File: src/rtl/chebyshev_term_gen_pkg.sv
// chebyshev_term_gen_pkg: FSM encodings and sizing helpers shared by the Chebyshev stream blocks
package chebyshev_term_gen_pkg;
    localparam logic [0:0] ST_IDLE = 1'b0;
    localparam logic [0:0] ST_EMIT = 1'b1;

    function automatic int idx_w(input int degree);
        return (degree < 1) ? 1 : $clog2(degree + 1);
    endfunction
endpackage

File: src/rtl/chebyshev_term_gen_recur_step.sv
// chebyshev_term_gen_recur_step: combinational rounded, saturated 2*x*t_cur - t_prev
module chebyshev_term_gen_recur_step #(
    parameter int WL_X = 16,
    parameter int FRAC = 14
) (
    input  logic [WL_X-1:0] x,
    input  logic [WL_X-1:0] t_cur,
    input  logic [WL_X-1:0] t_prev,
    output logic [WL_X-1:0] t_next
);
    localparam int PW = 2 * WL_X + 1;
    localparam logic signed [PW-1:0] RND  = PW'(1) <<< (FRAC - 2);
    localparam logic signed [PW-1:0] MAXV = (PW'(1) <<< (WL_X - 1)) - PW'(1);
    localparam logic signed [PW-1:0] MINV = -(PW'(1) <<< (WL_X - 1));

    logic signed [PW-1:0] xe, te, pe, p, d, r;

    assign xe = PW'($signed(x));
    assign te = PW'($signed(t_cur));
    assign pe = PW'($signed(t_prev));
    assign p  = xe * te;
    // shifting by FRAC-1 instead of FRAC folds in the factor of two
    assign d  = (p + RND) >>> (FRAC - 1);
    assign r  = d - pe;
    assign t_next = (r > MAXV) ? MAXV[WL_X-1:0] : (r < MINV) ? MINV[WL_X-1:0] : r[WL_X-1:0];
endmodule

File: src/rtl/chebyshev_term_gen.sv
// chebyshev_term_gen: streams T_0(x)..T_DEGREE(x) via T_n+1 = 2x*T_n - T_n-1
// with a valid/ready handshake on both the argument and the term stream.
module chebyshev_term_gen
    import chebyshev_term_gen_pkg::*;
#(
    parameter int WL_X   = 16,
    parameter int FRAC   = 14,
    parameter int DEGREE = 7,
    localparam int IW    = idx_w(DEGREE)
) (
    input  logic            clock,
    input  logic            resetn,
    input  logic            in_valid,
    output logic            in_ready,
    input  logic [WL_X-1:0] in_x,
    output logic            out_valid,
    input  logic            out_ready,
    output logic [WL_X-1:0] out_term,
    output logic [IW-1:0]   out_index,
    output logic            out_last
);
    localparam logic [WL_X-1:0] ONE  = WL_X'(1) << FRAC;
    localparam logic [IW-1:0]   LAST = IW'(DEGREE);

    logic [0:0]      state;
    logic [WL_X-1:0] x_reg, t_cur, t_prev, t_step, t_next;

    chebyshev_term_gen_recur_step #(.WL_X(WL_X), .FRAC(FRAC)) u_step (
        .x      (x_reg),
        .t_cur  (t_cur),
        .t_prev (t_prev),
        .t_next (t_step)
    );

    assign in_ready = resetn && (state == ST_IDLE);
    assign t_next   = (out_index == '0) ? x_reg : t_step;

    always_ff @(posedge clock or negedge resetn) begin
        if (!resetn) begin
            state     <= ST_IDLE;
            x_reg     <= '0;
            t_cur     <= '0;
            t_prev    <= '0;
            out_valid <= 1'b0;
            out_term  <= '0;
            out_index <= '0;
            out_last  <= 1'b0;
        end else if (state == ST_IDLE) begin
            if (in_valid) begin
                x_reg     <= in_x;
                t_cur     <= ONE;
                t_prev    <= ONE;
                out_valid <= 1'b1;
                out_term  <= ONE;
                out_index <= '0;
                out_last  <= (DEGREE == 0);
                state     <= ST_EMIT;
            end
        end else if (out_ready) begin
            if (out_last) begin
                out_valid <= 1'b0;
                state     <= ST_IDLE;
            end else begin
                t_prev    <= t_cur;
                t_cur     <= t_next;
                out_term  <= t_next;
                out_index <= out_index + 1'b1;
                out_last  <= (out_index + 1'b1) == LAST;
            end
        end
    end
endmodule

File: config.mk
export PLATFORM = sky130hd
export DESIGN_NAME = chebyshev_term_gen
export DESIGN_NICKNAME = d
export VERILOG_FILES = /design/src/rtl/chebyshev_term_gen_pkg.sv /design/src/rtl/chebyshev_term_gen_recur_step.sv /design/src/rtl/chebyshev_term_gen.sv
export SDC_FILE = /design/constraint.sdc
export NUM_CORES = 1
export LEC_CHECK = 0
export ABC_CLOCK_PERIOD_IN_PS = 18500
export CAP_MARGIN = 5
export CELL_PAD_IN_SITES_DETAIL_PLACEMENT = 1
export CELL_PAD_IN_SITES_GLOBAL_PLACEMENT = 1
export CORE_MARGIN = 2
export CORE_UTILIZATION = 45
export DETAILED_ROUTE_END_ITERATION = 6
export GPL_ROUTABILITY_DRIVEN = 1
export GPL_TIMING_DRIVEN = 0
export HOLD_SLACK_MARGIN = 0.03
export PLACE_DENSITY = 0.79
export SYNTH_ARGS = -nofsm -noshare
export SYNTH_HDL_FRONTEND = slang
export SYNTH_HIERARCHICAL = 1
export SYNTH_SLANG_ARGS = --single-unit
export TNS_END_PERCENT = 1
File: constraint.sdc
create_clock -name clock -period 18.5 [get_ports clock]
set_input_delay 4.625 -clock clock [delete_from_list [all_inputs] [get_ports clock]]
set_output_delay 4.625 -clock clock [all_outputs]
set_load 0.05 [all_outputs]
# Yosys cells after proc, flatten, opt, wreduce, memory -nomap -nowiden
# Index checks and enable logic that the tools add are counted.
# Widths: inputs -> output; s select.
dict set report op_classes {
  n_addsub 3
  mul 1
  div 0
  magnitude_cmp 2
  n_eq_ne 4
  n_shift 0
  n_mux 26
  n_bitwise 1
  n_reduce_logical 7
}
# cell count
set ops {}
lappend ops {{$mux 16} 10}
lappend ops {{$add 32x14->33 const B} 1}
lappend ops {{$gt 33x16->1 const B} 1}
lappend ops {{$lt 33x16->1 const B} 1}
lappend ops {{$mul 16x16->32} 1}
lappend ops {{$sub 20x16->21} 1}
lappend ops {{$mux 1} 12}
lappend ops {{$mux 3} 4}
lappend ops {{$ne 2x2->1 const B} 3}
lappend ops {{$reduce_and 3->1} 2}
lappend ops {{$reduce_and 2->1} 2}
lappend ops {{$add 3x1->3 const B} 1}
lappend ops {{$eq 3x3->1 const B} 1}
lappend ops {{$logic_not 3->1} 1}
lappend ops {{$reduce_bool 2->1} 1}
lappend ops {{$logic_and 1x1->1} 1}
lappend ops {{$not 1->1} 1}
dict set report totals {
  reg_bits 54
  latchBits 0
  ramBits 0
  mem_bits_ro 0
  input_bits 20
  out_inout_bits 22
  word_cells 51
  n_memories 0
}

# Depth between registers and ports, before layout
dict set report logic_depth {
  ltp_word 10
  mapped_depth 37
  mapped_depth_nobuf 35
}

# By module
# Netlist, hierarchy kept.
# module n_inst cells_per_inst area_per_inst_um2 seq_area_each_um2
set by_module_without_submodules {}
lappend by_module_without_submodules {chebyshev_term_gen_recur_step 1 1177 10611.4 0.0}
lappend by_module_without_submodules {chebyshev_term_gen 1 242 2354.8 1351.3}

# Least setup slack after synthesis
# No wires, ideal clock.
dict set report synth_path {
  path_kind {input -> output}
  from {input port resetn}
  to {output port in_ready}
  t_arrival_ns 5.332
  t_required_ns 13.875
  setup_slack_ns 8.543
  path_stages 1
  path_buffers 0
  path_cell_list {nor2b_1}
}
dict set report synth_between {
  elab_chain_len 1
}
# item line_no
set synth_lines {}
lappend synth_lines {{start, declared} chebyshev_term_gen.sv:12} ;# input logic resetn,
lappend synth_lines {{$logic_and 1x1->1} chebyshev_term_gen.sv:35} ;# assign in_ready = resetn && (state == ST_IDLE);
lappend synth_lines {{end, declared} chebyshev_term_gen.sv:14} ;# output logic in_ready,
# Every way passes these cells.

# Worst setup path in the final report
# Same ends and word-level chain as after synthesis.

==> results.json <==
{
  "status": "finished clean",
  "utilization_pct": 49.1,
  "fin_skew_ps": 7.92,
  "cp-start-kind": "input port",
  "wl_per_cell_um": 21.0,
  "drc_errors": 0,
  "grt_pass1_vias": 11800,
  "grt_overflow": 0,
  "ys_top_cells_by_count": "312 x inv_1, 268 x fa_1, 218 x nand2_1, 116 x and2_1, 102 x ha_1",
  "layout.nets": 1858,
  "whs_ps": 508,
  "via_per_inst": 5.36,
  "yosysTopAreaCell": "fa_1",
  "crit_arrival_ps": 6040,
  "finalHoldViolCount": 0,
  "die_area_um2": 30200,
  "tns_ps": 0,
  "grt_max_degree": 41,
  "syn_area_per_cell_um2": 9.14,
  "top_usage_layer": "met2",
  "initial_core_util_pct": 45.4,
  "die_h_um": 174,
  "first_iter_violations": 439,
  "place_area_um2": 13900,
  "ys_warn_count": 6,
  "routed_wl_um": 38900,
  "syn-num-nets": 1809,
  "dp_hpwl_um": 32700,
  "htree_num_levels": 2,
  "synth_ff_type": "dfrtp_1",
  "io_buffers": 41,
  "grt_pass1_wl_um": 63400,
  "cts_tree": "done",
  "fp.dieW_um": 174,
  "ys_seq_area_share_pct": 10.4,
  "path_clk_slew_ps": 70,
  "numCtsBuffers": 5,
  "relSlewSlack_pct": 52.3,
  "synth_most_common_cell": "inv_1",
  "synth.area.top_cells": "fa_1 41%, dfrtp_1 10%, ha_1 9.8%",
  "fp.coreArea_um2": 28500,
  "ant_nets": 0,
  "hp-class": "register to register",
  "synth_enable_flop_cells": 0,
  "timing.max_cap.violations": 0,
  "root_buffer": "clkbuf_16",
  "synth.cell_area_um2": 13000,
  "tightest_slew_ps": 716,
  "cts_num_sinks": 54,
  "cts_resized": 0,
  "fin_crit_ps": 10660,
  "use_met3_pct": 2.61,
  "io_pins": 42,
  "report.final.slew_viol_count": 0,
  "critPathRequiredTime_ps": 13880,
  "grt.total_usage_pct": 27.2,
  "cts.path.max_buffers": 2,
  "synth-seq-cells": 54,
  "setup_viol": 0,
  "critPathMaxFanout": 16,
  "syn2layout_area_growth_pct": 8.19,
  "gp_congestion": 0.866,
  "cts_setup_buffers": 0,
  "crit_path_end_kind": "output pin",
  "fin_crit_sh_pct": 57.6,
  "clk_latency_ps": 300,
  "cts_hold_buf": 0,
  "antenna_found_initial": 0,
  "crit_type": "input port to output pin",
  "first_pass_iters": 4,
  "synthCells": 1419,
  "via_count": 9941,
  "synth_cell_type_count": 61,
  "rsz0062_at_grt": "false",
  "layout-drive-gt1-share_pct": 2.65,
  "fmax_ghz": 0.0938,
  "rows": 62,
  "final_area_um2": 14000,
  "met1_usage_pct": 32.5,
  "synth_top_area_share_pct": 41.4,
  "grt_use_met2_pct": 49.4,
  "async_reset_ff_share_pct": 100
}
[cell type report]
| class | count | area [um^2] |
|---|---|---|
| Multi-Input combinational cell | 1003 | 10200 |
| Tap cell | 384 | 480 |
| Clock inverter | 2 | 12.5 |
| Buffer | 50 | 255 |
| Clock buffer | 6 | 139 |
| Antenna cell | 2 | 5.00 |
| Sequential cell | 54 | 1350 |
| Inverter | 312 | 1170 |
| Fill cell | 3416 | 14500 |
| Timing Repair Buffer | 42 | 425 |
[worst max-delay path, cell delays in order]
cell	delay, ps
buf_2	330
nor2b_1	230
clkdlybuf4s50_1	850
[cell usage in the layout (no fill, tap or decap), types with 29 or more instances in the layout]
cell type,n
and2_1,116
clkdlybuf4s50_1,40
inv_1,312
nand2_1,218
clkbuf_1,36
dfrtp_1,54
nor2_1,29
fa_1,268
ha_1,102
nand3_1,38
[path summary, 6_finish.rpt]
kind | depth (start not counted) | endpoint | from | slack [ps]
setup / recovery | 3 | in_ready | resetn | 7840
min in group asynchronous | 1 | out_valid | resetn | 4240
setup reg to reg | 32 | t_cur[14] | x_reg[11] | 8240
max in group asynchronous | 2 | t_cur[3] | resetn | 13710
hold / removal | 2 | t_prev[8] | t_prev[8] | 510
hold reg to reg | 2 | t_prev[8] | t_prev[8] | 510
[stage by stage]
stage	worst slack (ps)	instances
6_report	7840	1855
2_1_floorplan	8540	1419
5_1_grt	7770	1853
3_5_place_dp	7870	1845
3_3_place_gp	5870	1844
4_1_cts	7800	1853
[cells by family (layout without fill, tap and decap cells)]
kind of cell    Yosys count  count (layout)  synth area share, %
compound gates          131             131                 6.83
xor+xnor                 43              43                 2.90
fa+ha+maj               370             370                 51.2
buf+inv                 362             412                 11.0
flops                    54              54                 10.4
mux                      16              16                 1.24
other cells               0               2                    0
simple gates            443             443                 16.4
[layer usage]
| metal | part of all wire [%] | vias to the layer above |
|---|---|---|
| met4 | 4.9 | 0 |
| met2 | 53 | 228 |
| met5 | 0 | - |
| met1 | 39 | 5221 |
| met3 | 3.1 | 104 |
| li1 | - | 4388 |
Power is left out: the tool's default activity adds up to more than one toggle a clock period on the data nets, which glitch-free logic cannot reach.
